## config.mk

```make
export PLATFORM = sky130hd
export DESIGN_NAME = fifo_push_dma
export DESIGN_NICKNAME = d
export VERILOG_FILES = /design/src/rtl/fifo_push_dma_pkg.sv /design/src/rtl/fifo_push_dma_skid_buf.sv /design/src/rtl/fifo_push_dma.sv
export SDC_FILE = /design/constraint.sdc
export NUM_CORES = 1
export LEC_CHECK = 0
export BUFFER_PORTS_ARGS = -buffer_cell sky130_fd_sc_hd__buf_2
export CORE_MARGIN = 3
export CORE_UTILIZATION = 52
export CTS_BUF_LIST = sky130_fd_sc_hd__clkbuf_2
export DETAILED_ROUTE_END_ITERATION = 8
export PLACE_DENSITY = 0.78
export SYNTH_ARGS = -nofsm -noshare
export SYNTH_HDL_FRONTEND = slang
export SYNTH_SLANG_ARGS = --single-unit
```

## constraint.sdc

```tcl
create_clock -name clk -period 2.17 [get_ports clk]
set_input_delay 0.5425 -clock clk [delete_from_list [all_inputs] [get_ports clk]]
set_output_delay 0.5425 -clock clk [all_outputs]
set_load 0.05 [all_outputs]
```

## src/rtl/fifo_push_dma_pkg.sv

```systemverilog
// Shared constants and types for the FIFO push-side DMA initiator.
package fifo_package;

    // Word width carried from the sram to the FIFO push port.
    localparam int DATA_WIDTH = 16;

    // sram address width; burst addresses wrap modulo 2^ADDR_WIDTH.
    localparam int ADDR_WIDTH = 4;

    // Burst length needs one extra bit so a full sweep of the sram fits.
    localparam int LEN_WIDTH = ADDR_WIDTH + 1;

    // Depth of the skid buffer between the sram read port and the push port.
    localparam int BUF_DEPTH = 2;

    // Width of the buffer occupancy count (0..BUF_DEPTH).
    localparam int OCC_WIDTH = 2;

    // Burst controller states.
    typedef enum logic [1:0] {
        IDLE,
        ACTIVE,
        DONE
    } dma_state_t;

endpackage

```

## src/rtl/fifo_push_dma_skid_buf.sv

```systemverilog
// Two-entry register FIFO absorbing the sram read latency under push backpressure.
// The head entry is itself a register, so rdata comes straight from a flop.
module dma_skid_buf
    import fifo_package::*;
#(
    parameter int WIDTH = DATA_WIDTH
) (
    input  logic                 clk,
    input  logic                 rst_n,
    input  logic                 wr_en,
    input  logic [WIDTH-1:0]     wdata,
    input  logic                 rd_en,
    output logic [WIDTH-1:0]     rdata,
    output logic [OCC_WIDTH-1:0] occ
);

    logic [WIDTH-1:0]     head;
    logic [WIDTH-1:0]     tail;
    logic [OCC_WIDTH-1:0] count;

    // Shift-style storage: head always holds the oldest word; a read promotes tail.
    // A read on an empty buffer is treated as no read, and a write into a full
    // buffer without a read cannot happen because the issue logic holds credit.
    always_ff @(posedge clk or negedge rst_n) begin
        if (!rst_n) begin
            head  <= '0;
            tail  <= '0;
            count <= '0;
        end else begin
            case ({wr_en, rd_en})
                2'b10: begin
                    if (count == 2'd0) begin
                        head  <= wdata;
                        count <= 2'd1;
                    end else if (count == 2'd1) begin
                        tail  <= wdata;
                        count <= 2'd2;
                    end
                end
                2'b01: begin
                    if (count == 2'd2) begin
                        head  <= tail;
                        count <= 2'd1;
                    end else if (count == 2'd1) begin
                        count <= 2'd0;
                    end
                end
                2'b11: begin
                    if (count == 2'd0) begin
                        head  <= wdata;
                        count <= 2'd1;
                    end else if (count == 2'd1) begin
                        head  <= wdata;
                    end else begin
                        head  <= tail;
                        tail  <= wdata;
                    end
                end
                default: begin
                end
            endcase
        end
    end

    assign rdata = head;
    assign occ   = count;

endmodule

```

## src/rtl/fifo_push_dma.sv

```systemverilog
// Producer-side burst initiator: reads a run of sram words starting at a base
// address and pushes them into a FIFO, honouring the push grant handshake.
module fifo_push_dma
    import fifo_package::*;
(
    input  logic                  clk,
    input  logic                  rst_n,
    input  logic                  start_i,
    input  logic [ADDR_WIDTH-1:0] base_addr_i,
    input  logic [LEN_WIDTH-1:0]  len_i,
    output logic                  busy_o,
    output logic                  done_o,
    output logic [ADDR_WIDTH-1:0] mem_addr_o,
    output logic                  mem_re_o,
    input  logic [DATA_WIDTH-1:0] mem_rdata_i,
    output logic [DATA_WIDTH-1:0] push_data_o,
    output logic                  push_valid_o,
    input  logic                  push_grant_i
);

    dma_state_t            state;
    logic [ADDR_WIDTH-1:0] base_q;
    logic [LEN_WIDTH-1:0]  len_q;
    logic [LEN_WIDTH-1:0]  issued;
    logic [LEN_WIDTH-1:0]  pushed;
    logic [LEN_WIDTH-1:0]  last_idx;
    logic                  inflight;
    logic [OCC_WIDTH-1:0]  occ;
    logic [2:0]            pending;
    logic                  pop;
    logic                  issue;

    dma_skid_buf #(
        .WIDTH (DATA_WIDTH)
    ) u_buf (
        .clk   (clk),
        .rst_n (rst_n),
        .wr_en (inflight),
        .wdata (mem_rdata_i),
        .rd_en (pop),
        .rdata (push_data_o),
        .occ   (occ)
    );

    // Credit and handshake terms: a word in flight from the sram already owns a
    // buffer slot, so reads are throttled on occupancy plus in-flight reads; a pop
    // in the same cycle frees a slot, which is what sustains one word per cycle.
    always_comb begin
        pop          = 1'b0;
        issue        = 1'b0;
        pending      = 3'(occ) + 3'(inflight);
        last_idx     = len_q - LEN_WIDTH'(1);
        push_valid_o = (occ != '0);
        pop          = push_valid_o && push_grant_i;
        if (state == ACTIVE && issued < len_q) begin
            issue = (pending < 3'd2) || (pending == 3'd2 && pop);
        end
    end

    // The read address tracks base + issued, so it only moves after an issue and
    // wraps naturally at the top of the sram through truncation.
    assign mem_addr_o = base_q + issued[ADDR_WIDTH-1:0];
    assign mem_re_o   = issue;

    // Burst controller. A zero-length burst spends one quiet cycle in DONE before
    // the pulse so that its done_o lands two cycles after start; a normal burst
    // enters DONE with the pulse already raised by the final handshake.
    always_ff @(posedge clk or negedge rst_n) begin
        if (!rst_n) begin
            state    <= IDLE;
            busy_o   <= 1'b0;
            done_o   <= 1'b0;
            base_q   <= '0;
            len_q    <= '0;
            issued   <= '0;
            pushed   <= '0;
            inflight <= 1'b0;
        end else begin
            inflight <= issue;
            if (issue) begin
                issued <= issued + LEN_WIDTH'(1);
            end
            if (pop) begin
                pushed <= pushed + LEN_WIDTH'(1);
            end
            case (state)
                IDLE: begin
                    done_o <= 1'b0;
                    if (start_i) begin
                        base_q <= base_addr_i;
                        len_q  <= len_i;
                        issued <= '0;
                        pushed <= '0;
                        busy_o <= 1'b1;
                        state  <= (len_i == '0) ? DONE : ACTIVE;
                    end
                end
                ACTIVE: begin
                    if (pop && pushed == last_idx) begin
                        done_o <= 1'b1;
                        state  <= DONE;
                    end
                end
                DONE: begin
                    if (done_o) begin
                        done_o <= 1'b0;
                        busy_o <= 1'b0;
                        state  <= IDLE;
                    end else begin
                        done_o <= 1'b1;
                    end
                end
                default: begin
                    state <= IDLE;
                end
            endcase
        end
    end

endmodule

```

==> summary.txt <==
Run status
  • Status: finished with violations
  • Failing checks: setup timing

Setup path
  • Setup CP Type: reg -> out
  • Worst path cell trace: inv_2 > ha_1 > a2111o_1 > a311oi_4 > buf_6
  • Worst-path maximum fanout: 2
  • Slowest CP cell: a2111o_1
  • RR Startpoint: len_q[1]$_DFFE_PN0P_
  • Crit path from: len_q[1]$_DFFE_PN0P_
  • Worst reg2reg path depth: 7
  • Worst EP arrival: 2080 ps
  • CP startpoint kind: register
  • Reg2reg end: issued[1]$_DFF_PN0_
  • CP max stage delay: 400 ps
  • Worst Setup End Kind: output pin
  • R2R setup slack: 200 ps
  • CP required: 1630 ps

Timing
  • Post-route clock period utilization: 121%
  • Clock skew: 13.3 ps
  • Post-layout min period: 2620 ps
  • Tightest Pin Transition: 405 ps
  • Setup-failing EPs final: 4
  • F_max: 0.381 GHz
  • Post-route setup slack: -453 ps
  • Fin. Hold Viols: 0
  • Max_slew headroom: 72.9%
  • RSZ-0062 raised after global routing: yes
  • Slew Limit Fails: 0
  • Setup tns final: -1180 ps

Clock tree
  • Clock tree buffer depth: 2
  • Worst-Skew Late Latency: 470 ps
  • CTS root buffer: clkbuf_2
  • CTS buffer count: 9
  • Reg clk slew, reported paths: 150 ps
  • H-tree depth: 3
  • CTS tree: built
  • Clock Sinks: 58

Hold path
  • Worst Hold Class: in -> async

Yosys
  • Top-count cell post-synth: dfrtp_1
  • Synth Cell Area: 0.00295 mm²
  • Commonest cells in the netlist: dfrtp_1, nand2_1, o21ai_0
  • Top cells by area in the synthesized netlist: dfrtp_1, mux2i_1, mux2_2, ha_1, o21ai_0
  • Post-synthesis cell count: 270
  • Post-synth EDFFs: 0
  • Seq/Total Area, Yosys: 49.2%
  • FF+latch count, synth: 58
  • Synth Net Count: 317
  • Yosys Warn Count: 0
  • Async SR Flop Fraction: 100%
  • Most used flip-flop cell after synthesis: dfrtp_1
  • Post-synth cell types: 35
  • Synth top area share: 49.2%
  • Syn avg cell area: 10.9 µm²
  • Post-synth top area cell: dfrtp_1

Global route
  • Initial antenna violation count: 0
  • Largest net degree at the start of global routing: 59
  • First-pass GRT wire length: 9.76 mm
  • All-layer global routing usage: 19.3%
  • Vias in the first global route: 2213
  • Total grt overflow: 0

Layout
  • Antenna cells: 0
  • Fillcell total: 381
  • Layout area overhead: 27.6%
  • Final core occ: 71.0%
  • Final net count: 397
  • Share of layout cells above drive strength 1: 36.3%

Place
  • IO buf count: 52
  • Final GP Congestion: 0.790
  • Final HPWL from detailed placement: 4.18 mm
  • Dpl ws: -35.4 ps

Routing
  • Initial DRC count: 97
  • Vias per cell: 5.17
  • Vias: 2196
  • First-pass DRT Iterations: 4
  • Drc violations: 0
  • Routed wire length: 5.83 mm
  • WL per Instance: 13.7 µm
  • Post-route ant nets: 0

Floorplanning
  • Die height: 81.3 µm
  • Io pins: 53
  • Core footprint: 0.00530 mm²
  • Die width: 81.3 µm
  • FP Rows: 26
  • Starting Density: 55.7%
  • Die ar.: 0.00662 mm²

Power and ir drop
  • Max VDD drop: 0.899 mV
  • Pwr dens: 1630 mW/mm²
  • Static leakage: 1.95 nW

Job
  • Maxcap violations: 0
## timing repair
item                                    in CTS  in global routing
hold buffers                                 0                  0
endpoints found under the setup margin       4                  5
pin swaps                                    2                  3
resized for setup                           18                  9
setup buffers                                2                  3
## logic make-up after synthesis
group                    synth area share, %
multiplexers                            14.7
buffers and inverters                   3.81
XOR/XNOR                                4.75
adder cells (fa/ha/maj)                 7.88
AO/OA/AOI/OAI                           10.2
AND/OR/NAND/NOR                         9.45
flip-flops                              49.2
## layer usage
| metal | vias to the layer above | GRT usage [%] | wire length [µm] |
|---|---|---|---|
| li1 | 1086 | - | - |
| met1 | 1059 | 22.8 | 2480 |
| met2 | 43 | 33.6 | 3050 |
| met3 | 8 | 5.99 | 207 |
| met4 | 0 | 6.08 | 94 |
| met5 | - | 0 | 0 |
## critical path, delay by kind of cell (launching register included)
kind | cells | cell delay [ps]
flip-flops | 1 | 390
AO/OA/AOI/OAI | 2 | 700
buffers and inverters | 2 | 250
adder cells (fa/ha/maj) | 1 | 270
## stage by stage
step | power (mW) | instance area, µm² | hold slack [ps] | cells
global placement | 4.91 | 3510 | 456 | 406
CTS | 6.12 | 3730 | 34.0 | 424
detailed placement | 5.02 | 3510 | 467 | 406
floorplan | 4.14 | 2970 | 247 | 270
global route | 6.57 | 3760 | 13.2 | 425
finish | 6.15 | 3760 | 35.6 | 425
## power by group
group	leakage [nW]	switching, mW	internal (mW)
logic	1.15	2.06	1.40
clock network	0.0907	0.389	0.486
registers	0.718	0.274	1.55
total	1.95	2.72	3.43
## sequential cells by signal (all words and copies together) (netlist names)
register,cells
len_q,5
u_buf.tail,16
base_q,4
pushed,5
u_buf.occ,2
inflight,1
u_buf.rdata,16
state,2
busy_o,1
done_o,1
issued,5
## worst max path at each step
stage                    end  slack (ps)
finish              mem_re_o        -450
global route        mem_re_o        -550
CTS                 mem_re_o        -490
detailed placement  mem_re_o         -40
global placement    mem_re_o          -4
floorplan           mem_re_o        -180
## area by class of cell
type	count	area (µm²)	share of cell area, %
Tap cell	70	87.6	2.33
Clock buffer	9	45.0	1.20
Clock inverter	7	108	2.86
Multi-Input combinational cell	183	1440	38.3
Sequential cell	58	1450	38.6
Timing Repair Buffer	78	556	14.8
Inverter	20	75.1	1.99
## layout by cell type, fill, tap and decap left out, types with 3 or more instances in the layout
master and instances:
a21o_2 3, buf_6 6, buf_2 47, bufinv_16 3, nor2_1 9, mux2i_1 22
mux2_2 19, buf_12 4, xor2_1 9, nand3_1 4, clkbuf_2 9, o21ai_0 28
xnor2_1 5, buf_4 19, nand2_1 30, inv_1 16, nand2b_1 5, ha_1 15
dfrtp_1 58, a21oi_1 7, inv_2 4
No activity file was read; power rests on OpenSTA's default activity.
